File: src/rtl/fnd_scan_if.sv
// Control and scan-output bundle between an FND scan controller and its host.
interface fnd_scan_if;
  logic       i_en;
  logic [7:0] i_mask;
  logic [2:0] i_last_digit;
  logic [2:0] o_sel;
  logic [7:0] o_digit_n;
  logic       o_scan_tick;
  logic       o_frame_done;

  modport master (
    output i_en, i_mask, i_last_digit,
    input  o_sel, o_digit_n, o_scan_tick, o_frame_done
  );

  modport slave (
    input  i_en, i_mask, i_last_digit,
    output o_sel, o_digit_n, o_scan_tick, o_frame_done
  );
endinterface

File: src/rtl/fnd_scan_controller.sv
// Time-multiplexed 8-digit FND scan sequencer with anti-ghosting blank gap,
// per-digit masking and a programmable last digit.
//
//  state    | meaning
//  ST_OFF   | display off, all anodes high, o_sel held at 0
//  ST_BLANK | all anodes high while the digit mux settles on the new o_sel
//  ST_DRIVE | anode o_sel driven low (unless masked) for DIGIT_CYCLES clocks
module fnd_scan_controller #(
  parameter int DIGIT_CYCLES = 100000,
  parameter int BLANK_CYCLES = 1000,
  parameter int CNT_W        = 17
) (
  input  logic     i_clk,
  input  logic     i_reset,
  fnd_scan_if.slave bus
);

  typedef enum logic [1:0] {
    ST_OFF   = 2'd0,
    ST_BLANK = 2'd1,
    ST_DRIVE = 2'd2
  } state_e;

  localparam int BLANK_LAST = (BLANK_CYCLES > 0) ? BLANK_CYCLES - 1 : 0;
  localparam int DIGIT_LAST = DIGIT_CYCLES - 1;

  // With no blank gap the sequencer never visits ST_BLANK.
  localparam state_e ST_AFTER_ADV = (BLANK_CYCLES > 0) ? ST_BLANK : ST_DRIVE;

  state_e             state_q, state_d;
  logic [CNT_W-1:0]   cnt_q, cnt_d;
  logic [2:0]         sel_q, sel_d;
  logic [7:0]         digit_n_q, digit_n_d;
  logic               tick_q, tick_d;
  logic               frame_q, frame_d;
  logic               advance;

  always_ff @(posedge i_clk or posedge i_reset) begin
    if (i_reset) begin
      state_q   <= ST_OFF;
      cnt_q     <= '0;
      sel_q     <= 3'd0;
      digit_n_q <= 8'hFF;
      tick_q    <= 1'b0;
      frame_q   <= 1'b0;
    end else begin
      state_q   <= state_d;
      cnt_q     <= cnt_d;
      sel_q     <= sel_d;
      digit_n_q <= digit_n_d;
      tick_q    <= tick_d;
      frame_q   <= frame_d;
    end
  end

  always_comb begin
    state_d = state_q;
    cnt_d   = cnt_q + CNT_W'(1);
    advance = 1'b0;
    if (!bus.i_en) begin
      state_d = ST_OFF;
      cnt_d   = '0;
    end else begin
      case (state_q)
        ST_OFF: begin
          state_d = ST_AFTER_ADV;
          cnt_d   = '0;
        end
        ST_BLANK: begin
          if (cnt_q == CNT_W'(BLANK_LAST)) begin
            state_d = ST_DRIVE;
            cnt_d   = '0;
          end
        end
        ST_DRIVE: begin
          if (cnt_q == CNT_W'(DIGIT_LAST)) begin
            advance = 1'b1;
            state_d = ST_AFTER_ADV;
            cnt_d   = '0;
          end
        end
        default: begin
          state_d = ST_OFF;
          cnt_d   = '0;
        end
      endcase
    end
  end

  // Outputs are registered, so they are derived from the next-state values.
  always_comb begin
    sel_d     = sel_q;
    tick_d    = 1'b0;
    frame_d   = 1'b0;
    digit_n_d = 8'hFF;
    if (state_d == ST_OFF) begin
      sel_d = 3'd0;
    end else if (advance) begin
      sel_d   = (sel_q >= bus.i_last_digit) ? 3'd0 : sel_q + 3'd1;
      tick_d  = 1'b1;
      frame_d = (sel_d == 3'd0);
    end
    if (state_d == ST_DRIVE) begin
      digit_n_d = ~(8'(bus.i_mask[sel_d]) << sel_d);
    end
  end

  assign bus.o_sel        = sel_q;
  assign bus.o_digit_n    = digit_n_q;
  assign bus.o_scan_tick  = tick_q;
  assign bus.o_frame_done = frame_q;

endmodule

File: src/flat_wrapper.sv
// flat-port wrapper written by rule: the top's interface ports become plain ports
module fnd_scan_controller_flat 
#(
  parameter int DIGIT_CYCLES = 100000,
  parameter int BLANK_CYCLES = 1000,
  parameter int CNT_W        = 17
)
  (i_clk, i_reset, bus_i_en, bus_i_mask, bus_i_last_digit, bus_o_sel, bus_o_digit_n, bus_o_scan_tick, bus_o_frame_done);
  fnd_scan_if bus_i ();
  input  logic i_clk;
  input  logic i_reset;
  input wire logic [$bits(bus_i.i_en)-1:0] bus_i_en;
  input wire logic [$bits(bus_i.i_mask)-1:0] bus_i_mask;
  input wire logic [$bits(bus_i.i_last_digit)-1:0] bus_i_last_digit;
  output wire logic [$bits(bus_i.o_sel)-1:0] bus_o_sel;
  output wire logic [$bits(bus_i.o_digit_n)-1:0] bus_o_digit_n;
  output wire logic [$bits(bus_i.o_scan_tick)-1:0] bus_o_scan_tick;
  output wire logic [$bits(bus_i.o_frame_done)-1:0] bus_o_frame_done;
  assign bus_i.i_en = bus_i_en;
  assign bus_i.i_mask = bus_i_mask;
  assign bus_i.i_last_digit = bus_i_last_digit;
  assign bus_o_sel = bus_i.o_sel;
  assign bus_o_digit_n = bus_i.o_digit_n;
  assign bus_o_scan_tick = bus_i.o_scan_tick;
  assign bus_o_frame_done = bus_i.o_frame_done;
  fnd_scan_controller #(.DIGIT_CYCLES(DIGIT_CYCLES), .BLANK_CYCLES(BLANK_CYCLES), .CNT_W(CNT_W)) u_core (.i_clk(i_clk), .i_reset(i_reset), .bus(bus_i));
endmodule
File: config.mk
export PLATFORM = sky130hd
export DESIGN_NAME = fnd_scan_controller_flat
export DESIGN_NICKNAME = d
export VERILOG_FILES = /design/src/rtl/fnd_scan_if.sv /design/src/rtl/fnd_scan_controller.sv /design/src/flat_wrapper.sv
export SDC_FILE = /design/constraint.sdc
export NUM_CORES = 1
export LEC_CHECK = 0
export BUFFER_PORTS_ARGS = -buffer_cell sky130_fd_sc_hd__buf_4
export CAP_MARGIN = 40
export CELL_PAD_IN_SITES_DETAIL_PLACEMENT = 0
export CELL_PAD_IN_SITES_GLOBAL_PLACEMENT = 1
export CORE_MARGIN = 10
export CORE_UTILIZATION = 45
export CTS_CLUSTER_DIAMETER = 150
export CTS_CLUSTER_SIZE = 14
export DETAILED_ROUTE_END_ITERATION = 10
export PLACE_DENSITY = 0.81
export RECOVER_POWER = 50
export SYNTH_ARGS = -nofsm -noshare
export SYNTH_HDL_FRONTEND = slang
export SYNTH_SLANG_ARGS = --single-unit
File: constraint.sdc
create_clock -name i_clk -period 7.2 [get_ports i_clk]
set_input_delay 1.08 -clock i_clk [delete_from_list [all_inputs] [get_ports i_clk]]
set_output_delay 1.08 -clock i_clk [all_outputs]
set_load 0.005 [all_outputs]
==> results.py <==
metrics = {
    "place": {
        "dp.cells": 254,
        "dpl_cell_area_um2": 2000,
        "io_buffer_count": 26,
        "hpwl_mm": 2.77,
        "globalplace.congestion": 0.802,
        "pre_cts_ws_ns": 3.60,
    },
    "timing": {
        "maxSlewViolCount": 33,
        "rsz0062_at_grt": "no",
        "min_period_ns": 3.51,
        "worstMarginPinSlew_ns": 1.61,
        "hold_violations": 0,
        "tns_ns": 0,
        "setup_ws_ns": 3.69,
        "slew_headroom_pct": -7.07,
        "hold_slack_ns": 0.467,
        "skew_ns": 0.00462,
        "setup_viol": 0,
        "fmax_mhz": 285,
        "fin_crit_sh_pct": 48.8,
    },
    "die": {
        "dieWidth_um": 82.6,
        "die_h_um": 82.6,
        "initial_core_util_pct": 47.4,
        "pin_count": 27,
        "core_area_um2": 3720,
        "die_area_um2": 6820,
        "std_cell_rows": 22,
    },
    "clock_tree": {
        "clock_sinks": 32,
        "cts-hold-fix-buffers": 0,
        "post_cts_buffers": 0,
        "clockRootBuffer": "clkbuf_8",
        "cts_made_buffers": 5,
        "clk_latency_ns": 0.28,
        "cts_max_path_buffers": 2,
        "path_clk_slew_ns": 0.07,
        "cts_tree": "yes",
        "cts_resized": 0,
        "h-tree-depth": 2,
    },
    "global_route": {
        "track_usage_pct": 11.7,
        "grt_pass1_wl_mm": 6.22,
        "grt_max_degree": 33,
        "grt-ovfl-total": 0,
        "antenna_found_initial": 0,
        "grt_pass1_vias": 1409,
    },
    "synthesis": {
        "yosys-top-cells-area": "dfrtp_1, dfstp_2, nor2_1",
        "synth_cell_types": 42,
        "avgSynthCellArea_um2": 9.63,
        "ys_ff_latch": 32,
        "yosysTopAreaCellShare_pct": 34.1,
        "synth_warnings": 0,
        "synth.cell_area_um2": 1760,
        "syn-num-nets": 206,
        "syn_inst": 183,
        "yosysSeqAreaShare_pct": 46.0,
        "yosys.area.top_type": "dfrtp_1",
    },
    "pwr": {
        "power_leakage_nw": 0.894,
        "power_density_nw_per_um2": 162,
        "ir_drop_mv": 0.111,
        "finalPower_mw": 0.336,
    },
    "status": {
        "run_status": "finished, violations left",
        "violations": "capacitance limit, slew limit",
    },
    "setup_path": {
        "cp-start-kind": "flop",
        "cp-end-kind": "flop",
        "cp_max_fo": 8,
        "arrival_ns": 3.71,
        "criticalPathCategory": "flop to flop",
        "critPathRequiredTime_ns": 7.40,
    },
    "final_layout": {
        "post-route-util_pct": 55.8,
        "n_fill_cell": 349,
        "stdcell_count": 262,
        "drive_gt1_share_pct": 20.1,
        "mostFrequentLayoutCell": "nor2_1",
        "fin_nets": 236,
        "multi_input_area_um2": 891,
        "fin_area_um2": 2070,
        "diodes": 0,
        "layout_common_cells": "nor2_1, dfrtp_1, buf_4",
        "seq_area_um2": 811,
        "syn_to_final_growth_pct": 17.7,
    },
    "detailed_routing": {
        "viasPerCell": 5.34,
        "first_pass_iters": 4,
        "ant_nets": 0,
        "wire_per_inst_um": 13.7,
        "wirelength_mm": 3.59,
        "drc_errors": 0,
        "vias": 1399,
        "drt_iter0_drc": 61,
    },
    "worst_hold_path": {
        "hp-class": "flop to flop",
    },
    "run": {
        "max_cap_violations": 1,
    },
}
==> where the power goes <==
group	internal [mW]	switching, mW	total, mW
Combinational	0.00823	0.0122	0.0204
Sequential	0.181	0.000673	0.181
Clock	0.0672	0.0673	0.135
Total	0.256	0.0801	0.336
==> flip-flops by register name, summed over array words and instances (netlist names) <==
name / cells
u_core.state_q: 2
u_core.bus.o_frame_done: 1
u_core.bus.o_scan_tick: 1
u_core.bus.o_digit_n: 8
u_core.cnt_q: 17
u_core.bus.o_sel: 3
==> worst paths after layout <==
| check | from | cells past startpoint | end | slack, ns |
|---|---|---|---|---|
| min reg2reg | u_core.cnt_q[0]$_DFF_PP0_ | 1 | u_core.cnt_q[0]$_DFF_PP0_ | 0.47 |
| max reg2reg | u_core.cnt_q[11]$_DFF_PP0_ | 7 | u_core.bus.o_digit_n[4]$_DFF_PP1_ | 3.69 |
| max | u_core.cnt_q[11]$_DFF_PP0_ | 7 | u_core.bus.o_digit_n[4]$_DFF_PP1_ | 3.69 |
| min in group asynchronous | i_reset | 3 | u_core.cnt_q[9]$_DFF_PP0_ | 1.36 |
| min | u_core.cnt_q[0]$_DFF_PP0_ | 1 | u_core.cnt_q[0]$_DFF_PP0_ | 0.47 |
| max in group asynchronous | i_reset | 3 | u_core.state_q[1]$_DFF_PP0_ | 4.91 |
==> metal layers <==
layer / vias to the layer above / part of all wire [%] / global-route usage (%)
met1: 669 / 43 / 12.9
met2: 29 / 47 / 20.1
met3: 5 / 8.4 / 4.64
met5: - / 0 / 0
met4: 0 / 1.4 / 4.01
li1: 696 / - / -
==> kinds of logic (layout without fill, tap and decap cells) <==
family	Yosys count	count (layout)	share of synthesized area (%)
buffers and inverters	14	45	3.48
AOI/OAI and AO/OA	22	22	9.30
DFF	32	32	46.0
xor gates and xnor gates	17	17	8.45
adders and majority gates	9	9	6.39
and+or+nand+nor	89	89	26.4
==> synthesized netlist by cell type, drive strengths merged <==
library cell   n
a311o          1
o41ai          1
or4            4
and2           3
a221oi         1
a221o          1
buf            2
dfrtp         24
nand2         11
a22o           1
nor2b          4
ha             9
nand3          9
and3           2
inv           10
a211oi         1
dfstp          8
nand3b         1
nor4           3
or2            2
nand4b         1
a211o          1
nor2          33
xor2          10
a21oi          3
nand4bb        1
xnor2          7
clkbuf         2
a21boi         1
nand4          9
nor3           2
o21ai          6
or3            1
nand2b         2
o21a           1
o21bai         2
o211ai         2
or4b           1
==> layout make-up <==
| cell class | count | area share, % |
|---|---|---|
| clock buffer | 5 | 3.32 |
| clock inverter | 3 | 0.905 |
| inverter | 10 | 1.81 |
| multi-input combinational | 137 | 42.9 |
| sequential | 32 | 39.1 |
| tap | 48 | 2.90 |
| timing repair buffer | 27 | 9.05 |
==> critical path: stages, from the launching register on <==
cell	delay (ns)
dfrtp_1	0.43
or4_1	0.56
or4_1	0.63
or2_1	0.40
nor4_4	0.25
a21oi_2	0.09
or4_1	0.54
or4b_1	0.53
No activity file was read; power rests on OpenSTA's default activity.
